File: config.mk
export PLATFORM = sky130hd
export DESIGN_NAME = mem_stage
export DESIGN_NICKNAME = d
export VERILOG_FILES = /design/src/rtl/mem_stage_pkg.sv /design/src/rtl/mem_stage_wb_reg.sv /design/src/rtl/mem_stage.sv
export SDC_FILE = /design/constraint.sdc
export NUM_CORES = 1
export LEC_CHECK = 0
export ABC_AREA = 1
export BUFFER_PORTS_ARGS = -buffer_cell sky130_fd_sc_hd__buf_2
export CAP_MARGIN = 20
export CORE_ASPECT_RATIO = 0.6
export CORE_MARGIN = 2
export CORE_UTILIZATION = 55
export CTS_CLUSTER_DIAMETER = 30
export DETAILED_ROUTE_END_ITERATION = 8
export PLACE_DENSITY = 0.85
export SLEW_MARGIN = 20
export SYNTH_ARGS = -nofsm -noshare
export SYNTH_HDL_FRONTEND = slang
export SYNTH_SLANG_ARGS = --single-unit
File: constraint.sdc
create_clock -name clk -period 2.3 [get_ports clk]
set_input_delay 0.115 -clock clk [delete_from_list [all_inputs] [get_ports clk]]
set_output_delay 0.115 -clock clk [all_outputs]
set_load 0.01 [all_outputs]
File: src/rtl/mem_stage_pkg.sv
// Shared constants for the memory pipeline stage: datapath width, destination index width,
// default data-memory base address, and the byte-to-word address helper.
package mem_stage_pkg;

   localparam int REGISTER_FILE_LEN = 32;
   localparam int DEST_W            = 4;
   localparam int BASE_ADDR_DEFAULT = 1024;

   // Word offset from the data-memory base; the caller truncates to its word-address width.
   function automatic logic [REGISTER_FILE_LEN-1:0] byte_to_word(
      input logic [REGISTER_FILE_LEN-1:0] byte_addr,
      input logic [REGISTER_FILE_LEN-1:0] base
   );
      logic [REGISTER_FILE_LEN-1:0] offset;
      offset = byte_addr - base;
      return offset >> 2;
   endfunction

endpackage

File: src/rtl/mem_stage_wb_reg.sv
// MEM/WB pipeline register: loads every cycle; a bubble clears the whole record.
module mem_wb_reg
   import mem_stage_pkg::*;
(
   input  logic                         clk,
   input  logic                         rst,
   input  logic                         bubble,
   input  logic                         wb_en_d,
   input  logic                         mem_r_en_d,
   input  logic [REGISTER_FILE_LEN-1:0] alu_res_d,
   input  logic [REGISTER_FILE_LEN-1:0] mem_data_d,
   input  logic [DEST_W-1:0]            dest_d,
   output logic                         wb_en_out,
   output logic                         mem_r_en_out,
   output logic [REGISTER_FILE_LEN-1:0] alu_res_out,
   output logic [REGISTER_FILE_LEN-1:0] mem_data_out,
   output logic [DEST_W-1:0]            dest_out
);

   // Output record register
   always_ff @(posedge clk or negedge rst) begin
      if (!rst) begin
         wb_en_out    <= 1'b0;
         mem_r_en_out <= 1'b0;
         alu_res_out  <= '0;
         mem_data_out <= '0;
         dest_out     <= '0;
      end else if (bubble) begin
         wb_en_out    <= 1'b0;
         mem_r_en_out <= 1'b0;
         alu_res_out  <= '0;
         mem_data_out <= '0;
         dest_out     <= '0;
      end else begin
         wb_en_out    <= wb_en_d;
         mem_r_en_out <= mem_r_en_d;
         alu_res_out  <= alu_res_d;
         mem_data_out <= mem_data_d;
         dest_out     <= dest_d;
      end
   end

endmodule

File: src/rtl/mem_stage.sv
// Memory pipeline stage: issues one data-memory access per load/store and stalls the
// upstream pipeline until the memory answers; non-memory ops pass through in one cycle.
module mem_stage
   import mem_stage_pkg::*;
#(
   parameter int BASE_ADDR   = BASE_ADDR_DEFAULT,
   parameter int WORD_ADDR_W = 6
) (
   input  logic                         clk,
   input  logic                         rst,
   input  logic                         wb_en_in,
   input  logic                         mem_r_en_in,
   input  logic                         mem_w_en_in,
   input  logic [REGISTER_FILE_LEN-1:0] alu_res_in,
   input  logic [REGISTER_FILE_LEN-1:0] val_r_m_in,
   input  logic [DEST_W-1:0]            dest_in,
   output logic                         mem_req,
   output logic                         mem_we,
   input  logic                         mem_ready,
   output logic [WORD_ADDR_W-1:0]       mem_addr,
   output logic [REGISTER_FILE_LEN-1:0] mem_wdata,
   input  logic [REGISTER_FILE_LEN-1:0] mem_rdata,
   output logic                         freeze,
   output logic                         wb_en_out,
   output logic                         mem_r_en_out,
   output logic [REGISTER_FILE_LEN-1:0] alu_res_out,
   output logic [REGISTER_FILE_LEN-1:0] mem_data_out,
   output logic [DEST_W-1:0]            dest_out
);

   typedef enum logic [1:0] {
      IDLE = 2'd0,
      BUSY = 2'd1,
      DONE = 2'd2
   } state_t;

   state_t                       state;
   logic                         cmd_we;
   logic                         cmd_r_en;
   logic                         cmd_wb_en;
   logic [WORD_ADDR_W-1:0]       cmd_addr;
   logic [REGISTER_FILE_LEN-1:0] cmd_wdata;
   logic [REGISTER_FILE_LEN-1:0] cmd_alu_res;
   logic [DEST_W-1:0]            cmd_dest;
   logic [REGISTER_FILE_LEN-1:0] rdata_hold;

   logic                         access;
   logic [WORD_ADDR_W-1:0]       word_addr;
   logic                         bubble;
   logic                         wb_en_d;
   logic                         mem_r_en_d;
   logic [REGISTER_FILE_LEN-1:0] alu_res_d;
   logic [REGISTER_FILE_LEN-1:0] mem_data_d;
   logic [DEST_W-1:0]            dest_d;

   assign access    = mem_r_en_in | mem_w_en_in;
   assign word_addr = WORD_ADDR_W'(byte_to_word(alu_res_in, REGISTER_FILE_LEN'(BASE_ADDR)));

   // Access sequencer: latch the command in IDLE, wait for mem_ready in BUSY, retire in DONE
   always_ff @(posedge clk or negedge rst) begin
      if (!rst) begin
         state       <= IDLE;
         cmd_we      <= 1'b0;
         cmd_r_en    <= 1'b0;
         cmd_wb_en   <= 1'b0;
         cmd_addr    <= '0;
         cmd_wdata   <= '0;
         cmd_alu_res <= '0;
         cmd_dest    <= '0;
         rdata_hold  <= '0;
      end else begin
         case (state)
            IDLE: begin
               if (access) begin
                  cmd_we      <= mem_w_en_in;
                  // A combined read+write request performs only the write
                  cmd_r_en    <= mem_r_en_in & ~mem_w_en_in;
                  cmd_wb_en   <= wb_en_in;
                  cmd_addr    <= word_addr;
                  cmd_wdata   <= val_r_m_in;
                  cmd_alu_res <= alu_res_in;
                  cmd_dest    <= dest_in;
                  state       <= BUSY;
               end else begin
                  state <= IDLE;
               end
            end
            BUSY: begin
               if (mem_ready) begin
                  if (cmd_r_en) begin
                     rdata_hold <= mem_rdata;
                  end else begin
                     rdata_hold <= '0;
                  end
                  state <= DONE;
               end else begin
                  state <= BUSY;
               end
            end
            DONE:    state <= IDLE;
            default: state <= IDLE;
         endcase
      end
   end

   // Stall request and MEM/WB next-record selection
   always_comb begin
      freeze     = 1'b0;
      bubble     = 1'b1;
      wb_en_d    = 1'b0;
      mem_r_en_d = 1'b0;
      alu_res_d  = '0;
      mem_data_d = '0;
      dest_d     = '0;
      case (state)
         IDLE: begin
            if (access) begin
               freeze = rst;
            end else begin
               bubble     = 1'b0;
               wb_en_d    = wb_en_in;
               mem_r_en_d = mem_r_en_in;
               alu_res_d  = alu_res_in;
               dest_d     = dest_in;
            end
         end
         BUSY: freeze = 1'b1;
         DONE: begin
            bubble     = 1'b0;
            wb_en_d    = cmd_wb_en;
            mem_r_en_d = cmd_r_en;
            alu_res_d  = cmd_alu_res;
            mem_data_d = cmd_r_en ? rdata_hold : '0;
            dest_d     = cmd_dest;
         end
         default: freeze = 1'b0;
      endcase
   end

   assign mem_req   = (state == BUSY);
   assign mem_we    = (state == BUSY) & cmd_we;
   assign mem_addr  = cmd_addr;
   assign mem_wdata = cmd_wdata;

   mem_wb_reg u_mem_wb_reg (
      .clk          (clk),
      .rst          (rst),
      .bubble       (bubble),
      .wb_en_d      (wb_en_d),
      .mem_r_en_d   (mem_r_en_d),
      .alu_res_d    (alu_res_d),
      .mem_data_d   (mem_data_d),
      .dest_d       (dest_d),
      .wb_en_out    (wb_en_out),
      .mem_r_en_out (mem_r_en_out),
      .alu_res_out  (alu_res_out),
      .mem_data_out (mem_data_out),
      .dest_out     (dest_out)
   );

endmodule

==> metrics.txt <==
Crit path required time roughly 2.2 ns; Yosys reg bits around 180; GRT Residual Overflow 0; RSZ-0062 raised after global routing false; root buffer cell clkbuf_16; Longest Clk Path Bufs 2; worst setup margin between 0.4 and 0.5 ns; drt first pass iters 6; layout cell share with drive strength beyond 1 around a quarter; first-pass GRT wire length between 30000 and 40000 um; CP cell instances dlygate4sd3_1 -> buf_2 -> nor2_2 -> o21ai_0 -> buf_2; CTS buffer count 17; via count roughly 6500; setup slack at placement 0.763 ns; Post-DRT Antenna Nets 0; final hold slack 0.0102 ns; Routed WL just under 20000 um; Net Sw Power roughly 0.0040 W; number of cells produced by synthesis 800; Clock Skews between 0.015 and 0.02 ns; Hold Path Class in -> reg; Mapped Area 6970 um2; Slew HR between 40% and 50%; H-tree depth 4; row count 31; period utilization 78.7%; DR iter-0 viols 380; clock insertion delay at the later pin of the skew report ~0.41 ns; PwrDens between 1000 and 1500 nW/um2; outcome completed; Top Ports between 200 and 250; Initial Util 57.1%; total core area between 10000 and 15000 um2; ant diodes 0; commonest non-fill, non-tap cell in the layout nand2_1; sequential power share about two fifths; Area Overhead vs Synth 36.0%; worst-margin pin slew ~0.76 ns; fill cell count approximately 810; crit-path most repeated cell buf_2; # Max-Cap Violations 0; clock share of power 27.2%; Global Route Usage Sum 29.8%; WL/cell 15.7 um; number of port buffers approximately 220; critical setup path kind in -> out; combinational group share of total power ~31%; Fin. Hold Viols 0; final net count around 1200; vias per inst between 5 and 6; Syn. warnings 0; CP Data Arrival Time 1.70 ns; Residual DRC 0; number of antenna violations at the first check in global routing 0; most frequent cells in the layout nand2_1, buf_2, dfrtp_1; die height approximately 90 um; GP Congestion 0.760; Final Max Tran Viols 0; # clock sinks approximately 180; r2r setup slk ~0.75 ns; minimum clock period about 1.8 ns; VDD IR max 1100 uV; clk slew on worst S/H paths 0.07 ns; post-synth cell types 14; die area between 10000 and 15000 um2; startpoint class of the critical path input pin; vias in the first global route ~6400; post-synthesis sequential area ratio between 60% and 70%; Net Sw Frac between 30 and 40%; LEAKAGE ~5.6 nW; Post-Syn Nets between 900 and 1000; CP max stage cell dlygate4sd3_1; pin count of the biggest net entering global routing ~110; setup violators final 0; Setup crit end kind output pin; Max Fclk roughly 0.55 GHz; Die Span X ~150 um; P_int between 0.006 and 0.007 W; hpwl dp between 10000 and 15000 um; Post-Route Setup TNS 0 ns; CTS tree done; worst stage delay on the critical path between 0.5 and 0.6 ns; crit path max fanout 13; syn_area_per_cell just under 9 um2
## kinds of logic after synthesis
group / count (synthesis) / share of synthesized area, %
flops: 175 / 62.8
compound gates: 2 / 0.144
simple gates: 495 / 29.3
buf+inv: 128 / 7.75
## cells in the mapped netlist
cell type / count / area (um2)
nand3_1: 140 / 701
buf_2: 26 / 130
nand2_1: 318 / 1190
o21ai_0: 2 / 10.0
nor2_4: 1 / 11.3
inv_2: 1 / 3.75
dfrtp_1: 175 / 4380
inv_1: 70 / 263
buf_4: 7 / 52.6
clkbuf_2: 1 / 5.00
nor2_1: 35 / 131
buf_1: 2 / 7.51
nor2_2: 1 / 6.26
clkbuf_1: 21 / 78.8
## sequential cells by signal, indices dropped and copies added (netlist names), 4 cells and up
| name | cells |
|---|---|
| mem_wdata | 32 |
| cmd_dest | 4 |
| u_mem_wb_reg.alu_res_out | 32 |
| u_mem_wb_reg.dest_out | 4 |
| mem_addr | 5 |
| u_mem_wb_reg.mem_data_out | 32 |
| cmd_alu_res | 27 |
| rdata_hold | 32 |
## power groups by stage
stage          combinational [W]  clock, W  sequential [W]
2_1_floorplan            0.00198         0         0.00467
3_3_place_gp             0.00311         0         0.00458
3_5_place_dp             0.00324         0         0.00458
4_1_cts                  0.00333   0.00302         0.00456
5_1_grt                  0.00382   0.00316         0.00470
6_report                 0.00341   0.00299         0.00460
## what timing repair did
item,CTS,global route
endpoints found under the hold margin,142,0
hold buffers,72,0
resized for setup,0,0
setup buffers,0,0
## metrics by stage
stage	util (%)	std cells	power [W]	area [um2]
floorplan	-	800	0.00665	6970
CTS	77.6	1240	0.0109	9480
detailed placement	66.7	1136	0.00782	8150
finish	77.6	1240	0.0110	9480
global route	77.6	1240	0.0117	9480
global placement	66.7	1136	0.00769	8150
## routing by layer
metal  wire length, um  GRT usage, %
met1              7850          39.1
met2              9260          47.6
met3              1800          7.49
met4               539          12.1
met5                 0             0
## cell type report
type	instances	area (um2)	area share (%)
sequential	175	4380	46.2
multi-input combinational	497	2070	21.8
timing repair buffer	300	1950	20.5
clock buffer	19	433	4.57
inverter	71	267	2.81
tap	165	206	2.18
clock inverter	13	179	1.89
## critical path, delay by kind of cell
family | cells | cell delay (ns)
compound gates | 1 | 0.18
buf+inv | 3 | 0.88
simple gates | 1 | 0.52
## worst paths after layout
check | startpoint | endpoint | depth (start not counted)
max reg2reg | state[0] | mem_wdata[5] | 5
max | mem_r_en_in | freeze | 5
min reg2reg | mem_wdata[0] | mem_wdata[0] | 2
min | mem_rdata[27] | rdata_hold[27] | 5
max in group asynchronous | rst | cmd_alu_res[9] | 3
min in group asynchronous | rst | rdata_hold[14] | 2
Power figures use the tool's default switching activity.
